[src/rtl/rename_alloc_ctrl_pkg.sv]
// rtl/rename_alloc_ctrl_pkg.sv - shared constants, recovery state encoding and request helper for rename allocation
package rename_alloc_ctrl_pkg;

    localparam int PHY_REG_NUM  = 64;
    localparam int PHY_REG_SEL  = 6;
    localparam int ARCH_REG_NUM = 32;
    localparam int RECOVER_LAT  = 2;
    localparam int CNT_W        = 2;

    typedef enum logic {
        RUN     = 1'b0,
        RECOVER = 1'b1
    } rec_state_t;

    // Number of destination tags a dispatch pair needs (0..2).
    function automatic logic [1:0] calc_reqnum(
        input logic invalid1,
        input logic wr_reg_1,
        input logic invalid2,
        input logic wr_reg_2
    );
        return {1'b0, ~invalid1 & wr_reg_1} + {1'b0, ~invalid2 & wr_reg_2};
    endfunction

endpackage

[src/rtl/rename_alloc_ctrl_fsm.sv]
// rtl/rename_alloc_ctrl_fsm.sv - misprediction recovery sequencer (state + countdown) for rename allocation
module alloc_recover_fsm
    import rename_alloc_ctrl_pkg::*;
(
    input  logic clk,
    input  logic reset,
    input  logic prmiss,
    output logic in_run
);

    rec_state_t       state, state_nxt;
    logic [CNT_W-1:0] cnt, cnt_nxt;

    always_ff @(posedge clk) begin
        if (reset) begin
            state <= RUN;
            cnt   <= '0;
        end else begin
            state <= state_nxt;
            cnt   <= cnt_nxt;
        end
    end

    // A new misprediction always restarts the countdown, even mid-recovery.
    always_comb begin
        state_nxt = state;
        cnt_nxt   = cnt;
        if (prmiss) begin
            state_nxt = RECOVER;
            cnt_nxt   = CNT_W'(RECOVER_LAT - 1);
        end else if (state == RECOVER) begin
            if (cnt == '0) begin
                state_nxt = RUN;
            end else begin
                cnt_nxt = cnt - CNT_W'(1);
            end
        end
    end

    assign in_run = (state == RUN);

endmodule

[src/rtl/rename_alloc_ctrl.sv]
// rtl/rename_alloc_ctrl.sv - 2-wide rename tag allocation control; FREELIST_BYPASS_EN lets same-cycle commits feed pops
module rename_alloc_ctrl
    import rename_alloc_ctrl_pkg::*;
(
    input  logic                   clk,
    input  logic                   reset,
    input  logic                   invalid1,
    input  logic                   invalid2,
    input  logic                   wr_reg_1,
    input  logic                   wr_reg_2,
    input  logic                   stall_in,
    input  logic [1:0]             comnum,
    input  logic                   prmiss,
    input  logic [PHY_REG_SEL:0]   rec_freenum,
    output logic [1:0]             pop_num,
    output logic                   pop_sel2,
    output logic                   allocatable,
    output logic                   stall_DP,
    output logic [PHY_REG_SEL:0]   freenum,
    output logic                   err_overflow
);

    localparam int WW = PHY_REG_SEL + 2;

    logic          in_run;
    logic [1:0]    reqnum;
    logic [WW-1:0] avail;
    logic [WW-1:0] comnum_w;
    logic [WW-1:0] freenum_raw;
    logic          grant;
    logic          overflow;

    alloc_recover_fsm u_fsm (
        .clk    (clk),
        .reset  (reset),
        .prmiss (prmiss),
        .in_run (in_run)
    );

    assign reqnum   = calc_reqnum(invalid1, wr_reg_1, invalid2, wr_reg_2);
    assign comnum_w = {{PHY_REG_SEL{1'b0}}, comnum};

`ifdef FREELIST_BYPASS_EN
    assign avail = {1'b0, freenum} + comnum_w;
`else
    assign avail = {1'b0, freenum};
`endif

    assign allocatable = in_run && (avail >= {{PHY_REG_SEL{1'b0}}, reqnum});
    // A misprediction cycle never grants, whatever the current state.
    assign grant       = allocatable & ~stall_in & ~prmiss;
    assign stall_DP    = ~grant & ((reqnum != 2'd0) | ~in_run);
    assign pop_num     = grant ? reqnum : 2'd0;
    assign pop_sel2    = ~invalid1 & wr_reg_1;

    always_comb begin
        freenum_raw = '0;
        if (prmiss) begin
            freenum_raw = {1'b0, rec_freenum} + comnum_w;
        end else begin
            freenum_raw = {1'b0, freenum} + comnum_w - {{PHY_REG_SEL{1'b0}}, pop_num};
        end
    end

    assign overflow = (freenum_raw > WW'(PHY_REG_NUM));

    always_ff @(posedge clk) begin
        if (reset) begin
            freenum      <= (PHY_REG_SEL+1)'(PHY_REG_NUM - ARCH_REG_NUM);
            err_overflow <= 1'b0;
        end else begin
            freenum <= overflow ? (PHY_REG_SEL+1)'(PHY_REG_NUM) : freenum_raw[PHY_REG_SEL:0];
            if (overflow) begin
                err_overflow <= 1'b1;
            end
        end
    end

endmodule

[config.mk]
export PLATFORM = sky130hd
export DESIGN_NAME = rename_alloc_ctrl
export DESIGN_NICKNAME = d
export VERILOG_FILES = /design/src/rtl/rename_alloc_ctrl_pkg.sv /design/src/rtl/rename_alloc_ctrl_fsm.sv /design/src/rtl/rename_alloc_ctrl.sv
export SDC_FILE = /design/constraint.sdc
export NUM_CORES = 1
export LEC_CHECK = 0
export CORE_MARGIN = 1.5
export CORE_UTILIZATION = 50
export CTS_CLUSTER_SIZE = 8
export DETAILED_ROUTE_END_ITERATION = 10
export PLACE_DENSITY = 0.92
export SLEW_MARGIN = 10
export SYNTH_ARGS = -nofsm -noshare
export SYNTH_HDL_FRONTEND = slang
export SYNTH_SLANG_ARGS = --single-unit
[constraint.sdc]
create_clock -name clk -period 6.94 [get_ports clk]
set_input_delay 1.388 -clock clk [delete_from_list [all_inputs] [get_ports clk]]
set_output_delay 1.388 -clock clk [all_outputs]
set_load 0.05 [all_outputs]
==> flow_metrics.env, run 1 <==
export IMPL_cp_buffers_inverters=4
export IMPL_hold_buffers=0
export IMPL_final_common_cell="clkdlybuf4s50_1"
export IMPL_rsz0062_at_grt="false"
export IMPL_arrival_ns=5.95
export IMPL_regToRegEndpoint="freenum[3]"
export IMPL_path_class="in2reg"
export IMPL_seq_area_um2=220
export IMPL_min_period_ns=5.76
export IMPL_grt_pass1_wl_um=4840
export IMPL_rrSetupSlack_ns=2.75
export IMPL_r2r_cells=17
export IMPL_syn_area_per_cell_um2=8.46
export IMPL_cts_sinks=11
export IMPL_clk_pin_slew_worst_paths_ns=0.07
export IMPL_cellLeakagePower_nw=0.685
export IMPL_synth_nets=192
export IMPL_drv_cap=0
export IMPL_regToRegStartpoint="freenum[1]"
export IMPL_cp_common_cell="ha_1"
export IMPL_mostFrequentLayoutCells="29 x clkdlybuf4s50_1, 23 x inv_1, 21 x ha_1"
export IMPL_final_core_util=0.652
export IMPL_slew_viol_final=0
export IMPL_grt_max_degree=26
export IMPL_core_area_um2=2450
export IMPL_grt_usage=0.229
export IMPL_synth_edff_count=0
export IMPL_m1WireLength_um=1310
export IMPL_status="completed"
export IMPL_finalCritPeriodShare=0.831
export IMPL_multiInputGateArea_um2=937
export IMPL_critPathSlowestCell="fa_1"
export IMPL_fin_cells=211
export IMPL_worstMarginPinSlew_ns=0.900
export IMPL_hold_end="err_overflow"
export IMPL_postSynthCellCount=151
export IMPL_syn2layout_area_growth_pct=25.4
export IMPL_layout_drive_gt1_share=0.0608
export IMPL_worst_setup_path_end_kind="register"
export IMPL_ys_seq_elements=11
export IMPL_drt_total_wl_um=2920
export IMPL_ys_async_sr_fraction=0
export IMPL_num_vias=1173
export IMPL_place_hpwl_um=2420
export IMPL_grt_antenna_before_repair=0
export IMPL_hold_class="reg2reg"
export IMPL_p_sw_uw=165
export IMPL_worst_ep_required_time_ns=7.12
export IMPL_finClkSkew_ns=0.00438
export IMPL_die_x_um=53.5
export IMPL_wire_per_inst_um=13.8
export IMPL_fin_setup_tns_ns=0
export IMPL_start_util=0.520
export IMPL_path_cells="clkdlybuf4s50_1 > nand2b_1 > inv_1 > ha_1 > inv_1 > ha_1 > nor2b_1 > o31a_1 > o21ai_0 > a31o_2 > nor3_1 > and2_1 > ha_1 > inv_1 > ha_1 > fa_1 > a21o_1 > a2111oi_2 > xnor2_1 > nand4_1 > o21a_1 > nor3b_1"
export IMPL_cts_buffers=3
export IMPL_viasPerCell=5.56
export IMPL_met2_length_um=1420
export IMPL_power_density_nw_per_um2=222
export IMPL_setup_violations_final=0
export IMPL_ys_flop_type="dfxtp_1"
export IMPL_pwr_share_clk=0.128
export IMPL_pwr_share_comb=0.649
export IMPL_min_from="err_overflow"
export IMPL_cts_path_max_buffers=2
export IMPL_ys_seq_area_frac=0.172
export IMPL_intPower_uw=191
export IMPL_switching_share=0.463
export IMPL_yosysWarnings=0
export IMPL_gr_total_overflow=0
export IMPL_p_seq_frac=0.223
export IMPL_crit_family="compound AO/OA/AOI/OAI gates"
export IMPL_num_rows=18
export IMPL_firstDrtPassIters=4
export IMPL_cpPeakStageDelay_ns=0.47
export IMPL_slew_headroom=0.398
export IMPL_cts_root_buf="clkbuf_4"
export IMPL_netlist_area_um2=1280
export IMPL_io_pins=30
export IMPL_post_place_cells=207
export IMPL_hold_viol=0
export IMPL_port_buffers=29
export IMPL_ys_types=44
export IMPL_top_layer_used="met4"
export IMPL_worstSkewPairLatency_ns=0.27
export IMPL_finalNetCount=223
export IMPL_cts_tree="done"
export IMPL_gp_congestion=0.872
export IMPL_die_h_um=53.5
export IMPL_die_area_um2=2870
export IMPL_drcViolationCount=0
export IMPL_critPathMaxFanout=4
export IMPL_htreeDepth=1
export IMPL_initialDrtViolationCount=56
export IMPL_cts_resized_gates=0
export IMPL_start_kind="input port"
export IMPL_nFillCells=196
export IMPL_grt_pass1_vias=1153
export IMPL_vdd_ir_drop_max_v=0.000182
export IMPL_ant_nets=0
export IMPL_postCtsSetupRepairBufs=0
export IMPL_num_antenna_cells=0
export IMPL_holdPathStages=1
export IMPL_dr_wl_met3_um=111
export IMPL_clock_fmax_mhz=173
[through the flow]
| step | hold slack, ns | cell area [um^2] | power [mW] | worst slack (ns) |
|---|---|---|---|---|
| 2_1_floorplan | 0.477 | 1280 | 0.246 | 0.0743 |
| 3_3_place_gp | 0.474 | 1580 | 0.297 | 1.05 |
| 3_5_place_dp | 0.472 | 1580 | 0.308 | 0.918 |
| 4_1_cts | 0.493 | 1600 | 0.354 | 1.17 |
| 5_1_grt | 0.502 | 1600 | 0.379 | 0.925 |
| 6_report | 0.485 | 1600 | 0.355 | 1.18 |
[logic make-up after synthesis]
kind of cell               Yosys count  synth area share
buffers and inverters               27            0.0940
adders and majority gates           24             0.253
and+or+nand+nor                     48             0.220
DFF                                 11             0.172
AOI/OAI and AO/OA                   30             0.180
muxes                                4            0.0323
xor gates and xnor gates             7            0.0480
[sequential cells by signal, summed over array words and instances (netlist names)]
register / flops
freenum: 7
u_fsm.cnt: 2
err_overflow: 1
u_fsm.state: 1
[final cells by class]
| class | instances | area share |
|---|---|---|
| inverters | 24 | 0.0562 |
| well taps | 30 | 0.0234 |
| repair buffers | 29 | 0.181 |
| flip-flops and latches | 11 | 0.137 |
| clock buffers | 4 | 0.0164 |
| multi-input cells | 113 | 0.585 |
[power groups by stage]
stage	combinational (mW)	clock, mW	sequential (mW)
6_report	0.231	0.0454	0.0793
2_1_floorplan	0.142	0	0.104
3_3_place_gp	0.217	0	0.0803
3_5_place_dp	0.227	0	0.0808
4_1_cts	0.229	0.0457	0.0793
5_1_grt	0.250	0.0484	0.0804
[worst max-delay path by stage]
| stage | to | slack [ns] | cells past startpoint | start |
|---|---|---|---|---|
| 5_1_grt | freenum[3] | 0.93 | 22 | invalid1 |
| 6_report | freenum[3] | 1.18 | 22 | invalid1 |
| 3_5_place_dp | freenum[3] | 0.92 | 22 | invalid1 |
| 4_1_cts | freenum[3] | 1.17 | 22 | invalid1 |
| 2_1_floorplan | err_overflow | 0.07 | 19 | invalid1 |
| 3_3_place_gp | err_overflow | 1.05 | 22 | invalid1 |
[Yosys cell counts (4+ instances only)]
master | number | area (um^2)
a21o_1 | 5 | 37.5
a21oi_1 | 4 | 20.0
dfxtp_1 | 11 | 220
ha_1 | 21 | 263
inv_1 | 23 | 86.3
nand2_1 | 4 | 15.0
nand3_1 | 5 | 25.0
nor2_1 | 8 | 30.0
nor2b_1 | 4 | 25.0
nor3_1 | 4 | 20.0
nor3b_1 | 5 | 37.5
o21ai_0 | 4 | 20.0
xnor2_1 | 4 | 35.0
[layer usage]
| layer | GRT usage | vias to the layer above |
|---|---|---|
| li1 | - | 598 |
| met3 | 0.0306 | 9 |
| met1 | 0.288 | 525 |
| met4 | 0.107 | 0 |
| met2 | 0.387 | 41 |
| met5 | 0 | - |
No activity file was read; power rests on OpenSTA's default activity.
==> inputs of run 2 (changes only) <==
- clock period: 6.94 -> 5.7 ns (I/O delays scaled with it)
==> run 2 against run 1 <==
  * Clock power up 29%
  * Critical endpoint is now err_overflow
  * Critical path depth unchanged
  * Final area rose by 5.9%
  * Combinational power is 33% higher
  * Critical path type unchanged
==> flow_metrics.env, run 2 (synthesis results as in run 1) <==
export IMPL_num_vias=1233
export IMPL_regToRegStartpoint="freenum[1]"
export IMPL_place_hpwl_um=2740
export IMPL_clock_fmax_mhz=181
export IMPL_min_from="err_overflow"
export IMPL_cellLeakagePower_nw=0.714
export IMPL_grt_usage=0.263
export IMPL_mostFrequentLayoutCells="29 x clkdlybuf4s50_1, 22 x inv_1, 21 x ha_1"
export IMPL_finalCritPeriodShare=0.968
export IMPL_gp_congestion=0.815
export IMPL_cts_buffers=3
export IMPL_wire_per_inst_um=15.8
export IMPL_hold_end="err_overflow"
export IMPL_htreeDepth=1
export IMPL_slew_viol_final=0
export IMPL_initialDrtViolationCount=13
export IMPL_worstSkewPairLatency_ns=0.28
export IMPL_rrSetupSlack_ns=1.57
export IMPL_cts_root_buf="clkbuf_4"
export IMPL_status="completed"
export IMPL_grt_antenna_before_repair=0
export IMPL_drv_cap=0
export IMPL_final_common_cell="clkdlybuf4s50_1"
export IMPL_regToRegEndpoint="err_overflow"
export IMPL_num_rows=18
export IMPL_pre_cts_slack_ns=-0.248
export IMPL_grt_max_degree=20
export IMPL_slew_headroom=0.659
export IMPL_hold_buffers=0
export IMPL_start_kind="input port"
export IMPL_top_regs="freenum x7, u_fsm.cnt x2"
export IMPL_drcViolationCount=0
export IMPL_fin_ws_ns=0.180
export IMPL_finalNetCount=228
export IMPL_post_dp_cell_area_um2=1630
export IMPL_viasPerCell=5.71
export IMPL_nFillCells=206
export IMPL_holdPathStages=1
export IMPL_core_area_um2=2450
export IMPL_gr_total_overflow=0
export IMPL_firstDrtPassIters=6
export IMPL_num_antenna_cells=0
export IMPL_setup_violations_final=0
export IMPL_power_density_nw_per_um2=272
export IMPL_fin_area_um2=1700
export IMPL_vdd_ir_drop_max_v=0.000210
export IMPL_cts_tree="done"
export IMPL_min_period_ns=5.52
export IMPL_layout_drive_gt1_share=0.118
export IMPL_largest_register="freenum"
export IMPL_worstMarginPinSlew_ns=0.509
export IMPL_grt_pass1_wl_um=5400
export IMPL_r2r_cells=17
export IMPL_worst_setup_path_end_kind="register"
export IMPL_hold_class="reg2reg"
export IMPL_ant_nets=0
export IMPL_finClkSkew_ns=0.00247
export IMPL_drt_total_wl_um=3420
export IMPL_port_buffers=29
export IMPL_start_util=0.520
export IMPL_grt_pass1_vias=1279
export IMPL_die_area_um2=2870
export IMPL_whs_ns=0.508
export IMPL_clk_pin_slew_worst_paths_ns=0.08
export IMPL_io_pins=30
export IMPL_hold_viol=0
export IMPL_worst_ep_required_time_ns=5.88
export IMPL_path_class="in2reg"
export IMPL_largest_register_ffs=7
export IMPL_die_x_um=53.5
export IMPL_cts_sinks=11
export IMPL_cts_path_max_buffers=2
export IMPL_arrival_ns=5.70
export IMPL_critPathMaxFanout=3
export IMPL_syn2layout_area_growth_pct=32.7
export IMPL_die_h_um=53.5
## run 2: metrics by stage
step                      utilization  power [mW]  setup TNS, ns  cells
after floorplan                     -       0.301              0    151
after global placement          0.665       0.369        -0.0932    212
after detailed placement        0.665       0.385         -0.915    212
after CTS                       0.676       0.445              0    216
after global routing            0.691       0.493       -0.00680    216
final                           0.691       0.461              0    216
## run 2: critical path, stage by stage
cell and delay, ns:
clkdlybuf4s50_1 0.46, nand2b_4 0.13, clkinvlp_4 0.08, ha_1 0.20, inv_1 0.07, ha_1 0.24, nor2b_1 0.14, o31a_1 0.22
o21ai_0 0.14, a31o_2 0.20, nor3_1 0.06, and2_2 0.23, ha_1 0.27, inv_1 0.04, ha_1 0.21, fa_1 0.46
a21o_1 0.22, a21o_1 0.19, a221o_1 0.35, nor3_2 0.20, a31oi_4 0.15, o31a_1 0.30
## run 2: final cells by class
cell class / instances / area, um^2 / area share
clock buffer: 4 / 26.3 / 0.0155
inverter: 24 / 93.8 / 0.0554
multi-input combinational: 113 / 990 / 0.584
sequential: 11 / 220 / 0.130
tap: 30 / 37.5 / 0.0221
timing repair buffer: 34 / 328 / 0.193
## run 2: metal layers
layer | global-route usage | share of wire
met5 | 0 | 0
met4 | 0.120 | 0.032
met3 | 0.0611 | 0.048
met2 | 0.500 | 0.53
met1 | 0.269 | 0.39
## run 2: power by group
group	leakage [nW]	internal (mW)	total [mW]	switching, mW
combinational	0.609	0.129	0.307	0.178
sequential	0.0909	0.0872	0.0961	0.00897
clock	0.0150	0.0272	0.0584	0.0312
total	0.714	0.243	0.461	0.218
## run 2: what timing repair did
action                     CTS  global route
hold endpoints to repair     0             0
resized for setup            0             5
setup endpoints to repair    0             7
setup buffers                0             0
## run 2: worst max-delay path by stage
stage,endpoint,slack [ns],startpoint
2_1_floorplan,err_overflow,0.07,invalid1
3_3_place_gp,err_overflow,-0.05,invalid1
3_5_place_dp,freenum[0],-0.25,invalid1
4_1_cts,freenum[0],0.03,invalid1
5_1_grt,err_overflow,-0.004,invalid1
6_report,err_overflow,0.18,invalid1
